`config.mk`:
```
export PLATFORM = sky130hd
export DESIGN_NAME = user_locked_reader
export DESIGN_NICKNAME = d
export VERILOG_FILES = /design/src/rtl/user_locked_reader.sv
export SDC_FILE = /design/constraint.sdc
export NUM_CORES = 1
export LEC_CHECK = 0
export ABC_AREA = 0
export BUFFER_PORTS_ARGS = -buffer_cell sky130_fd_sc_hd__buf_2
export CAP_MARGIN = 40
export CORE_MARGIN = 5
export CORE_UTILIZATION = 50
export DETAILED_ROUTE_END_ITERATION = 8
export PLACE_DENSITY = 0.83
export SLEW_MARGIN = 25
export SYNTH_ARGS = -nofsm -noshare
export SYNTH_HDL_FRONTEND = slang
export SYNTH_SLANG_ARGS = --single-unit
```
`constraint.sdc`:
```
create_clock -name clk -period 1.8 [get_ports clk]
set_input_delay 0.54 -clock clk [delete_from_list [all_inputs] [get_ports clk]]
set_output_delay 0.54 -clock clk [all_outputs]
set_load 0.01 [all_outputs]
```
`src/rtl/user_locked_reader.sv`:
```
// Owner-checked read port for a protected register; counts denied reads.
// Optional lockout after MAX_VIOL consecutive denials: define READ_LOCKOUT_EN.
module user_locked_reader #(
  parameter int          DATA_W   = 8,
  parameter logic [1:0]  OWNER_ID = 2'h2,
  parameter int          MAX_VIOL = 3
) (
  input  logic              clk,
  input  logic              rst,
  input  logic              rd_req,
  input  logic [1:0]        rd_usr_id,
  input  logic [DATA_W-1:0] reg_value,
  output logic              busy,
  output logic              rd_valid,
  output logic [DATA_W-1:0] rd_data,
  output logic              rd_err,
  output logic [7:0]        viol_count,
  output logic              locked
);

  if (MAX_VIOL < 1 || MAX_VIOL > 15) begin : g_max_viol_range
    $error("MAX_VIOL must be in 1..15");
  end

  typedef enum logic [1:0] {
    IDLE  = 2'd0,
    CHECK = 2'd1,
    RESP  = 2'd2
  } state_t;

  state_t            state_q, state_d;
  logic [DATA_W-1:0] snap_q, snap_d;
  logic [1:0]        id_q, id_d;
  logic              rd_valid_q, rd_valid_d;
  logic [DATA_W-1:0] rd_data_q, rd_data_d;
  logic              rd_err_q, rd_err_d;
  logic [7:0]        viol_q, viol_d;
  logic              grant;

`ifdef READ_LOCKOUT_EN
  logic [3:0] streak_q, streak_d;
  logic       locked_q, locked_d;
  logic [4:0] streak_inc;

  // Owner match is overridden by a sticky lockout.
  always_comb begin
    grant      = (id_q == OWNER_ID) && !locked_q;
    streak_inc = {1'b0, streak_q} + 5'd1;
  end

  // Consecutive-denial streak and sticky lock, both resolved at CHECK.
  always_comb begin
    streak_d = streak_q;
    locked_d = locked_q;
    if (state_q == CHECK) begin
      if (grant) begin
        streak_d = 4'd0;
      end else begin
        if (streak_q != 4'hF) begin
          streak_d = streak_inc[3:0];
        end
        if (streak_inc >= 5'(MAX_VIOL)) begin
          locked_d = 1'b1;
        end
      end
    end
  end

  // Lockout registers.
  always_ff @(posedge clk) begin
    if (rst) begin
      streak_q <= 4'd0;
      locked_q <= 1'b0;
    end else begin
      streak_q <= streak_d;
      locked_q <= locked_d;
    end
  end

  assign locked = locked_q;
`else
  // Grant depends only on the owner id.
  always_comb begin
    grant = (id_q == OWNER_ID);
  end

  assign locked = 1'b0;
`endif

  // Next state, request snapshot and response content.
  always_comb begin
    state_d    = state_q;
    snap_d     = snap_q;
    id_d       = id_q;
    rd_valid_d = 1'b0;
    rd_data_d  = rd_data_q;
    rd_err_d   = rd_err_q;
    viol_d     = viol_q;
    unique case (state_q)
      IDLE: begin
        if (rd_req) begin
          snap_d  = reg_value;
          id_d    = rd_usr_id;
          state_d = CHECK;
        end
      end
      CHECK: begin
        state_d = RESP;
        if (grant) begin
          rd_data_d = snap_q;
          rd_err_d  = 1'b0;
        end else begin
          rd_data_d = '0;
          rd_err_d  = 1'b1;
          if (viol_q != 8'hFF) begin
            viol_d = viol_q + 8'd1;
          end
        end
      end
      RESP: begin
        state_d    = IDLE;
        rd_valid_d = 1'b1;
      end
      default: begin
        state_d = IDLE;
      end
    endcase
  end

  // State and datapath registers.
  always_ff @(posedge clk) begin
    if (rst) begin
      state_q    <= IDLE;
      snap_q     <= '0;
      id_q       <= 2'd0;
      rd_valid_q <= 1'b0;
      rd_data_q  <= '0;
      rd_err_q   <= 1'b0;
      viol_q     <= 8'd0;
    end else begin
      state_q    <= state_d;
      snap_q     <= snap_d;
      id_q       <= id_d;
      rd_valid_q <= rd_valid_d;
      rd_data_q  <= rd_data_d;
      rd_err_q   <= rd_err_d;
      viol_q     <= viol_d;
    end
  end

  assign busy       = (state_q != IDLE);
  assign rd_valid   = rd_valid_q;
  assign rd_data    = rd_data_q;
  assign rd_err     = rd_err_q;
  assign viol_count = viol_q;

endmodule

```
==> qor.csv, run 1 <==
stage,metric,value,unit
yosys,synth_area_leaders,"dfxtp_1, nand2_1, a21oi_1",
timing,worst_slew_pin_slew,600,ps
yosys,synth_common_cells,"dfxtp_1, nand2_1, nor2_1, a21oi_1, a22oi_1",
timing,grt_setup_unrepaired,false,
detailed_routing,drc,0,
critical_path,worst_ep_required_time,2060,ps
power,vdd_drop_max,0.708,mV
timing,period_share,0.905,
clock_network,clk_path_buf_depth,2,
timing,fmaxAchievable,614,MHz
detailed_routing,num_vias,1047,
die,die-area,3390,um^2
detailed_routing,first_iter_violations,35,
global_route,track_usage,0.162,
yosys,synth_compound_area_frac,0.154,
power,internal_power,0.863,mW
timing,finalClockSkew,8.81,ps
power,pwr-share-clk,0.313,
power,power_density,839,nW/um^2
min_path,min_path_type,input port to flip-flop,
critical_path,endpoint_kind,flip-flop,
yosys,yosysMostFrequentCell,dfxtp_1,
clock_network,clock_latency,320,ps
global_route,grt_pass1_vias,973,
place,hpwlAfterDp,1850,um
clock_network,postCtsSetupBuffers,0,
finish,antennaDiodeCount,0,
yosys,async_flop_share,0,
yosys,syn_area,1160,um^2
yosys,yosysTopAreaCell,dfxtp_1,
yosys,ys_seq_area_frac,0.516,
yosys,synth.mux.area_fraction,0.0172,
place,place.gp.congestion,0.787,
timing,finalSetupViolCount,0,
detailed_routing,wire_per_inst,12.9,um
clock_network,cts_max_level,2,
yosys,synth_xor_area_frac,0.00753,
power,power_frac_comb,0.083,
yosys,synth-edff-count,0,
timing,fin_tns_setup,0,ps
die,die_h,58.2,um
die,die_w,58.2,um
clock_network,tritoncts,done,
die,start_util,0.526,
finish,drive_gt1_frac,0.250,
global_route,grt_remaining_overflow,0,
finish,finalNetCount,182,
yosys,synth_top_area_frac,0.516,
timing,final-hold-violation-count,0,
critical_path,critPathArrivalTime,1890,ps
power,pwr-share-seq,0.604,
clock_network,cts_resized,0,
yosys,syn_avg_cell_area,8.56,um^2
timing,timing.final.ws_setup,171,ps
yosys,synth_fa_ha_area_frac,0.0108,
clock_network,cts_made_buffers,5,
yosys,synthCells,136,
finish,postLayoutCoreUtil,0.623,
run_status,status,completed,
timing,fin_crit,1630,ps
timing,drv_slew,0,
critical_path,cp-start-kind,flip-flop,
place,pre_cts_slack,201,ps
clock_network,cts_sinks,30,
global_route,grt_start_max_net_pins,20,
yosys,ys.flop_type,dfxtp_1,
run,cap_viol_max_count,0,
yosys,ys_types,31,
finish,syn_to_final_growth,18.5,%
place,port_buffers,31,
critical_path,worst-setup-path-type,flip-flop to flip-flop,
critical_path,path_max_fanout,6,
global_route,antenna_found_initial,0,
die,core_area,2210,um^2
yosys,synth_seq_cells,30,
power,p_sw,0.294,mW
yosys,yosys_warnings,0,
die,num_io_pins,33,
power,cellLeakagePower,0.591,nW
die,placementRows,17,
yosys,synth_top_family_by_area,simple AND/OR/NAND/NOR gates,
detailed_routing,drtPass1Iterations,4,
timing,slew_headroom,0.599,
detailed_routing,viasPerCell,5.34,
global_route,grt_pass1_wl,4150,um
yosys,yosys.area_share.simple,0.262,
power,switching_share,0.254,
detailed_routing,routed_wl,2520,um
yosys,synthesis.nets,150,
detailed_routing,antenna_left,0,
clock_network,hold_buffers,0,
clock_network,cts_root_buf,clkbuf_4,
clock_network,clkTransAtPathRegs,100,ps
power by group through the flow:
stage          clock network (mW)  logic (mW)  registers [mW]
4_1_cts                     0.378      0.0964           0.699
3_3_place_gp                    0      0.0934           0.713
5_1_grt                     0.412       0.109           0.703
6_report                    0.362      0.0957           0.699
3_5_place_dp                    0      0.0962           0.715
2_1_floorplan                   0      0.0638           0.715
logic make-up (layout without fill, tap and decap cells):
family,after synthesis,count (layout)
buffers and inverters,8,40
and+or+nand+nor,64,64
AOI/OAI and AO/OA,29,29
other,1,1
adders and majority gates,1,1
xor gates and xnor gates,1,1
muxes,2,2
DFF,30,30
metal layers:
| metal | vias to the layer above | GRT usage | share of wire |
|---|---|---|---|
| li1 | 533 | - | - |
| met1 | 462 | 0.173 | 0.40 |
| met2 | 46 | 0.266 | 0.48 |
| met3 | 6 | 0.0891 | 0.10 |
| met4 | 0 | 0.0629 | 0.014 |
| met5 | - | 0 | 0 |
cell usage in the layout, fill, tap and decap left out, types with 3 or more instances in the layout:
master / netlist / routed
a21oi_1: 13 / 13
nor2_1: 17 / 17
buf_2: 0 / 31
nand4_1: 3 / 3
dfxtp_1: 30 / 30
nand2_1: 26 / 26
a22oi_1: 8 / 8
nor3_1: 4 / 4
clkbuf_4: 0 / 5
state kept, by name, indices dropped and copies added, names as in the netlist:
name and cells:
id_q 2, rd_data 8, rd_err 1, rd_valid 1, snap_q 8, state_q 2
viol_count 8
final cells by class:
| cell class | instances | area (um^2) |
|---|---|---|
| tap | 28 | 35.0 |
| sequential | 30 | 601 |
| fill | 208 | 833 |
| inverter | 1 | 3.75 |
| multi-input combinational | 98 | 529 |
| timing repair buffer | 32 | 163 |
| clock buffer | 5 | 37.5 |
| clock inverter | 2 | 10.0 |
critical path, cell delays in order, from the launching register on:
cell and delay (ps):
dfxtp_1 350, ha_1 280, nand4_1 170, nand2b_1 140, or4_1 480, a21oi_1 160
per-stage QoR:
stage          hold WS [ps]  area [um^2]  cells  total power [mW]
2_1_floorplan           436         1160    136             0.778
3_3_place_gp            444         1330    189             0.807
3_5_place_dp            448         1330    189             0.811
4_1_cts                 429         1380    196              1.17
5_1_grt                 415         1380    196              1.22
6_report                447         1380    196              1.16
final timing paths:
check	to	startpoint	slack [ps]	cells past startpoint
setup / recovery	viol_count[7]$_SDFFE_PP0P_	viol_count[0]$_SDFFE_PP0P_	170	5
hold / removal	id_q[0]$_SDFFE_PP0P_	rd_usr_id[0]	450	3
setup reg to reg	viol_count[7]$_SDFFE_PP0P_	viol_count[0]$_SDFFE_PP0P_	170	5
hold reg to reg	snap_q[6]$_SDFFE_PP0P_	snap_q[6]$_SDFFE_PP0P_	460	2
No activity file was read; power rests on OpenSTA's default activity.
==> run 2: changes to the inputs <==
==> constraint.sdc (replaced) <==
create_clock -name clk -period 1.8 [get_ports clk]
set_input_delay 0 -clock clk [delete_from_list [all_inputs] [get_ports clk]]
set_output_delay 0 -clock clk [all_outputs]
set_load 0.01 [all_outputs]
==> run 2 against run 1 <==
Fmax decreased by 2.7%. Critical path type unchanged. First-iteration DRC count down 31%. Clock skew decreased by 0.57 ps. Sequential power about the same. Register-to-register slack got worse by 40 ps. Via count up 3.0%. Non-clock buffer count is 9 higher. Sequential share of layout area shrank 2.7 points. Hold slack worse by 330 ps. Wire length rose by 4.4%. Clock power is essentially flat. Largest power group unchanged. Critical path depth did not move.
==> qor.csv, run 2 (synthesis results as in run 1) <==
stage,metric,value,unit,change
critical_path,worst_ep_required_time,2050,ps,was 2060 ps
finish,drive_gt1_frac,0.232,,was 0.250
global_route,grt_pass1_wl,4420,um,was 4150 um
critical_path,path_delay_family,simple AND/OR/NAND/NOR gates,,unchanged
global_route,grt_remaining_overflow,0,,unchanged
timing,finalClockSkew,8.24,ps,was 8.81 ps
clock_network,cts_resized,0,,unchanged
timing,final-hold-violation-count,0,,unchanged
die,num_io_pins,33,,unchanged
power,cellLeakagePower,0.628,nW,was 0.591 nW
die,die_w,58.2,um,unchanged
die,placementRows,17,,unchanged
clock_network,cts_root_buf,clkbuf_4,,unchanged
detailed_routing,first_iter_violations,24,,was 35
global_route,track_usage,0.174,,was 0.162
finish,layout_commonest_cell,buf_2,,unchanged
global_route,grt_start_max_net_pins,32,,was 20
timing,grt_setup_unrepaired,false,,unchanged
timing,finalSetupViolCount,0,,unchanged
global_route,grt_pass1_vias,1040,,was 973
clock_network,cts_made_buffers,5,,unchanged
finish,antennaDiodeCount,0,,unchanged
place,placed_cell_area,1320,um^2,was 1330 um^2
run,cap_viol_max_count,0,,unchanged
critical_path,cp_cell_sequence,ha_1 > nand4_1 > nand2b_1 > or4_1 > a21oi_1,,unchanged
clock_network,clk_path_buf_depth,2,,unchanged
place,hpwlAfterDp,1810,um,was 1850 um
detailed_routing,antenna_left,0,,unchanged
detailed_routing,drc,0,,unchanged
critical_path,cp-start-kind,flip-flop,,unchanged
detailed_routing,drtPass1Iterations,4,,unchanged
clock_network,tritoncts,done,,unchanged
finish,layout_common_cells,"buf_2, dfxtp_1, nand2_1, nor2_1, a21oi_1",,unchanged
min_path,min_path_type,input port to flip-flop,,unchanged
timing,period_share,0.930,,was 0.905
critical_path,critPathArrivalTime,1930,ps,was 1890 ps
finish,nFillCells,195,,was 208
clock_network,hold_buffers,10,,was 0
place,place.gp.congestion,0.802,,was 0.787
finish,syn_to_final_growth,26.5,%,was 18.5%
clock_network,clock_latency,330,ps,was 320 ps
critical_path,endpoint_kind,flip-flop,,unchanged
die,start_util,0.526,,unchanged
detailed_routing,num_vias,1078,,was 1047
timing,fin_crit,1670,ps,was 1630 ps
clock_network,cts_sinks,30,,unchanged
timing,worst_slew_pin_slew,577,ps,was 600 ps
die,core_area,2210,um^2,unchanged
power,vdd_drop_max,0.724,mV,was 0.708 mV
timing,fin_tns_setup,0,ps,unchanged
clock_network,postCtsSetupBuffers,0,,unchanged
finish,finalNetCount,191,,was 182
detailed_routing,routed_wl,2630,um,was 2520 um
die,die_h,58.2,um,unchanged
timing,drv_slew,0,,unchanged
global_route,antenna_found_initial,0,,unchanged
critical_path,worst-setup-path-type,flip-flop to flip-flop,,unchanged
critical_path,path_max_fanout,6,,unchanged
finish,multi_input_area,529,um^2,unchanged
detailed_routing,wire_per_inst,12.8,um,was 12.9 um
clock_network,cts_max_level,2,,unchanged
critical_path,critPathSlowestCell,or4_1,,unchanged
critical_path,slowest_delay,490,ps,was 480 ps
place,port_buffers,31,,unchanged
detailed_routing,viasPerCell,5.26,,was 5.34
critical_path,path_buf_inv,0,,unchanged
finish,fin_area,1470,um^2,was 1380 um^2
clock_network,clkTransAtPathRegs,90,ps,was 100 ps
die,die-area,3390,um^2,unchanged
finish,regArea,601,um^2,unchanged
timing,slew_headroom,0.614,,was 0.599
power,power_density,796,nW/um^2,was 839 nW/um^2
run_status,status,completed,,unchanged
timing,fmaxAchievable,597,MHz,was 614 MHz
run 2: final timing paths:
| path | startpoint | end | slack [ps] | cells after the start |
|---|---|---|---|---|
| worst min register to register | snap_q[6]$_SDFFE_PP0P_ | snap_q[6]$_SDFFE_PP0P_ | 460 | 2 |
| worst max-delay path | viol_count[0]$_SDFFE_PP0P_ | viol_count[7]$_SDFFE_PP0P_ | 130 | 5 |
| worst min-delay path | rst | viol_count[4]$_SDFFE_PP0P_ | 120 | 2 |
| worst max register to register | viol_count[0]$_SDFFE_PP0P_ | viol_count[7]$_SDFFE_PP0P_ | 130 | 5 |
run 2: area by class of cell:
cell class | count | area share
Inverter | 1 | 0.00255
Multi-Input combinational cell | 98 | 0.360
Clock inverter | 2 | 0.00680
Clock buffer | 5 | 0.0255
Sequential cell | 30 | 0.408
Timing Repair Buffer | 41 | 0.173
Tap cell | 28 | 0.0238
run 2: routing by layer:
metal | GRT usage | vias to the layer above | share of wire
met5 | 0 | - | 0
met4 | 0.103 | 0 | 0.014
li1 | - | 550 | -
met2 | 0.295 | 44 | 0.50
met3 | 0.0535 | 5 | 0.069
met1 | 0.189 | 479 | 0.41
run 2: metrics by stage:
step / hold slack, ps / utilization / cells / power [mW] / setup WS [ps]
after global routing: 138 / 0.665 / 205 / 1.24 / 43.4
after CTS: 119 / 0.665 / 205 / 1.18 / 133
after global placement: 240 / 0.598 / 188 / 0.805 / 278
final: 120 / 0.665 / 205 / 1.17 / 126
after detailed placement: 247 / 0.598 / 188 / 0.811 / 159
after floorplan: 136 / - / 136 / 0.778 / 284
run 2: report_power, final:
group	internal [mW]	switching, mW
Sequential	0.685	0.0145
Combinational	0.0506	0.0606
Clock	0.140	0.220
==> run 3: changes to the inputs <==
--- a/config.mk
+++ b/config.mk
@@ -12,6 +12,7 @@
 export CORE_UTILIZATION = 50
 export DETAILED_ROUTE_END_ITERATION = 8
 export PLACE_DENSITY = 0.83
+export RECOVER_POWER = 50
 export SLEW_MARGIN = 25
 export SYNTH_ARGS = -nofsm -noshare
 export SYNTH_HDL_FRONTEND = slang
==> run 3 against run 2 <==
Clock-buffer cell count unchanged. Worst setup slack improved by 5.3 ps. Wire length is 0.68% higher. Highest routed layer unchanged. Register-to-register slack about the same. Critical path type unchanged. Clock power hardly changed. Non-clock buffer count did not move. Sequential share of layout area up 0.67 points. Combinational power about the same. Total power is essentially flat. Cell count stayed put. Utilization fell by 1.1 points.
==> qor.csv, run 3 (synthesis results as in run 1) <==
stage,metric,value,unit,change
detailed_routing,wire_per_inst,12.9,um,was 12.8 um
place,port_buffers,31,,unchanged
timing,period_share,0.927,,was 0.930
detailed_routing,route.met3.wl,158,um,was 182 um
timing,timing.final.ws_setup,131,ps,was 126 ps
timing,drv_slew,0,,unchanged
timing,grt_setup_unrepaired,false,,unchanged
timing,finalClockSkew,8.55,ps,was 8.24 ps
timing,final-hold-violation-count,0,,unchanged
critical_path,cp-start-kind,flip-flop,,unchanged
critical_path,slowest_delay,490,ps,about the same
power,cellLeakagePower,0.545,nW,was 0.628 nW
die,start_util,0.526,,unchanged
clock_network,clock_latency,330,ps,about the same
power,power_density,809,nW/um^2,was 796 nW/um^2
min_path,min_path_type,input port to flip-flop,,unchanged
timing,worst_hold_slack,118,ps,was 120 ps
critical_path,path_buf_inv,0,,unchanged
finish,postLayoutCoreUtil,0.654,,was 0.665
critical_path,path_delay_family,simple AND/OR/NAND/NOR gates,,unchanged
die,die_h,58.2,um,unchanged
place,placed_cell_area,1320,um^2,unchanged
power,power.total,1.17,mW,about the same
detailed_routing,met1_length,1100,um,was 1090 um
clock_network,cts_made_buffers,5,,unchanged
clock_network,cts_max_level,2,,unchanged
die,core_area,2210,um^2,unchanged
detailed_routing,viasPerCell,5.26,,about the same
detailed_routing,num_vias,1079,,was 1078
critical_path,cp_cell_sequence,ha_1 > nand4_1 > nand2b_1 > or4_1 > a21oi_1,,unchanged
run_status,status,completed,,unchanged
global_route,grt_pass1_wl,4420,um,unchanged
die,placementRows,17,,unchanged
clock_network,clkTransAtPathRegs,90,ps,about the same
global_route,antenna_found_initial,0,,unchanged
power,vdd_drop_max,0.737,mV,was 0.724 mV
run,cap_viol_max_count,0,,unchanged
critical_path,endpoint_kind,flip-flop,,unchanged
finish,fin_cells,205,,unchanged
clock_network,cts_sinks,30,,unchanged
critical_path,critPathArrivalTime,1920,ps,was 1930 ps
timing,finalSetupViolCount,0,,unchanged
die,die_w,58.2,um,unchanged
global_route,grt_start_max_net_pins,32,,unchanged
finish,layout_commonest_cell,dfxtp_1,,was buf_2
finish,layout_common_cells,"dfxtp_1, nand2_1, clkbuf_1, nor2_1, a21oi_1",,"was buf_2, dfxtp_1, nand2_1, nor2_1, a21oi_1"
place,place.gp.congestion,0.802,,unchanged
timing,fin_tns_setup,0,ps,unchanged
clock_network,clk_path_buf_depth,2,,unchanged
critical_path,worst_ep_required_time,2050,ps,about the same
timing,fin_crit,1670,ps,about the same
detailed_routing,maxUsedRoutingLayer,met4,,unchanged
detailed_routing,antenna_left,0,,unchanged
place,pre_cts_slack,159,ps,unchanged
clock_network,cts_resized,0,,unchanged
clock_network,tritoncts,done,,unchanged
detailed_routing,first_iter_violations,24,,unchanged
detailed_routing,routed_wl,2650,um,was 2630 um
global_route,grt_pass1_vias,1040,,unchanged
timing,fmaxAchievable,599,MHz,was 597 MHz
global_route,grt_remaining_overflow,0,,unchanged
die,die-area,3390,um^2,unchanged
finish,fin_area,1450,um^2,was 1470 um^2
detailed_routing,drtPass1Iterations,4,,unchanged
timing,worst_slew_pin_slew,578,ps,was 577 ps
finish,syn_to_final_growth,24.4,%,was 26.5%
finish,finalNetCount,191,,unchanged
critical_path,critPathSlowestCell,or4_1,,unchanged
place,dp.cells,188,,unchanged
clock_network,cts_root_buf,clkbuf_4,,unchanged
finish,drive_gt1_frac,0.124,,was 0.232
timing,slew_headroom,0.613,,was 0.614
detailed_routing,met2_length,1320,um,about the same
critical_path,path_max_fanout,6,,unchanged
detailed_routing,drc,0,,unchanged
die,num_io_pins,33,,unchanged
finish,antennaDiodeCount,0,,unchanged
place,hpwlAfterDp,1810,um,unchanged
critical_path,worst-setup-path-type,flip-flop to flip-flop,,unchanged
global_route,track_usage,0.174,,unchanged
-- run 3: where the power goes --
group	leakage, nW	switching [mW]	total (mW)	internal (mW)
combinational	0.270	0.0607	0.109	0.0485
clock	0.0308	0.222	0.362	0.140
sequential	0.244	0.0148	0.700	0.685
total	0.545	0.298	1.17	0.873
-- run 3: layer usage --
layer | vias to the layer above | GRT usage
met3 | 8 | 0.0535
li1 | 549 | -
met5 | - | 0
met2 | 33 | 0.295
met4 | 0 | 0.103
met1 | 489 | 0.189
-- run 3: worst paths after layout --
path / slack, ps / startpoint / depth (start not counted) / endpoint
hold / removal: 120 / rst / 2 / viol_count[4]$_SDFFE_PP0P_
hold reg to reg: 460 / snap_q[6]$_SDFFE_PP0P_ / 2 / snap_q[6]$_SDFFE_PP0P_
setup reg to reg: 130 / viol_count[0]$_SDFFE_PP0P_ / 5 / viol_count[7]$_SDFFE_PP0P_
setup / recovery: 130 / viol_count[0]$_SDFFE_PP0P_ / 5 / viol_count[7]$_SDFFE_PP0P_
-- run 3: cell type report --
| type | count | area (um^2) |
|---|---|---|
| clock buffer | 5 | 37.5 |
| fill | 210 | 764 |
| tap | 28 | 35.0 |
| inverter | 1 | 3.75 |
| timing repair buffer | 41 | 231 |
| clock inverter | 2 | 10.0 |
| multi-input combinational | 98 | 529 |
| sequential | 30 | 601 |
-- run 3: worst register-to-register path, stage by stage (launching register included) --
cell and delay [ps]:
dfxtp_1 350, ha_1 280, nand4_1 160, nand2b_1 130, or4_1 490, a21oi_1 170
-- run 3: timing repair --
action / CTS / global route
hold buffers: 10 / 0
buffers inserted: 0 / 0
hold endpoints to repair: 10 / 0
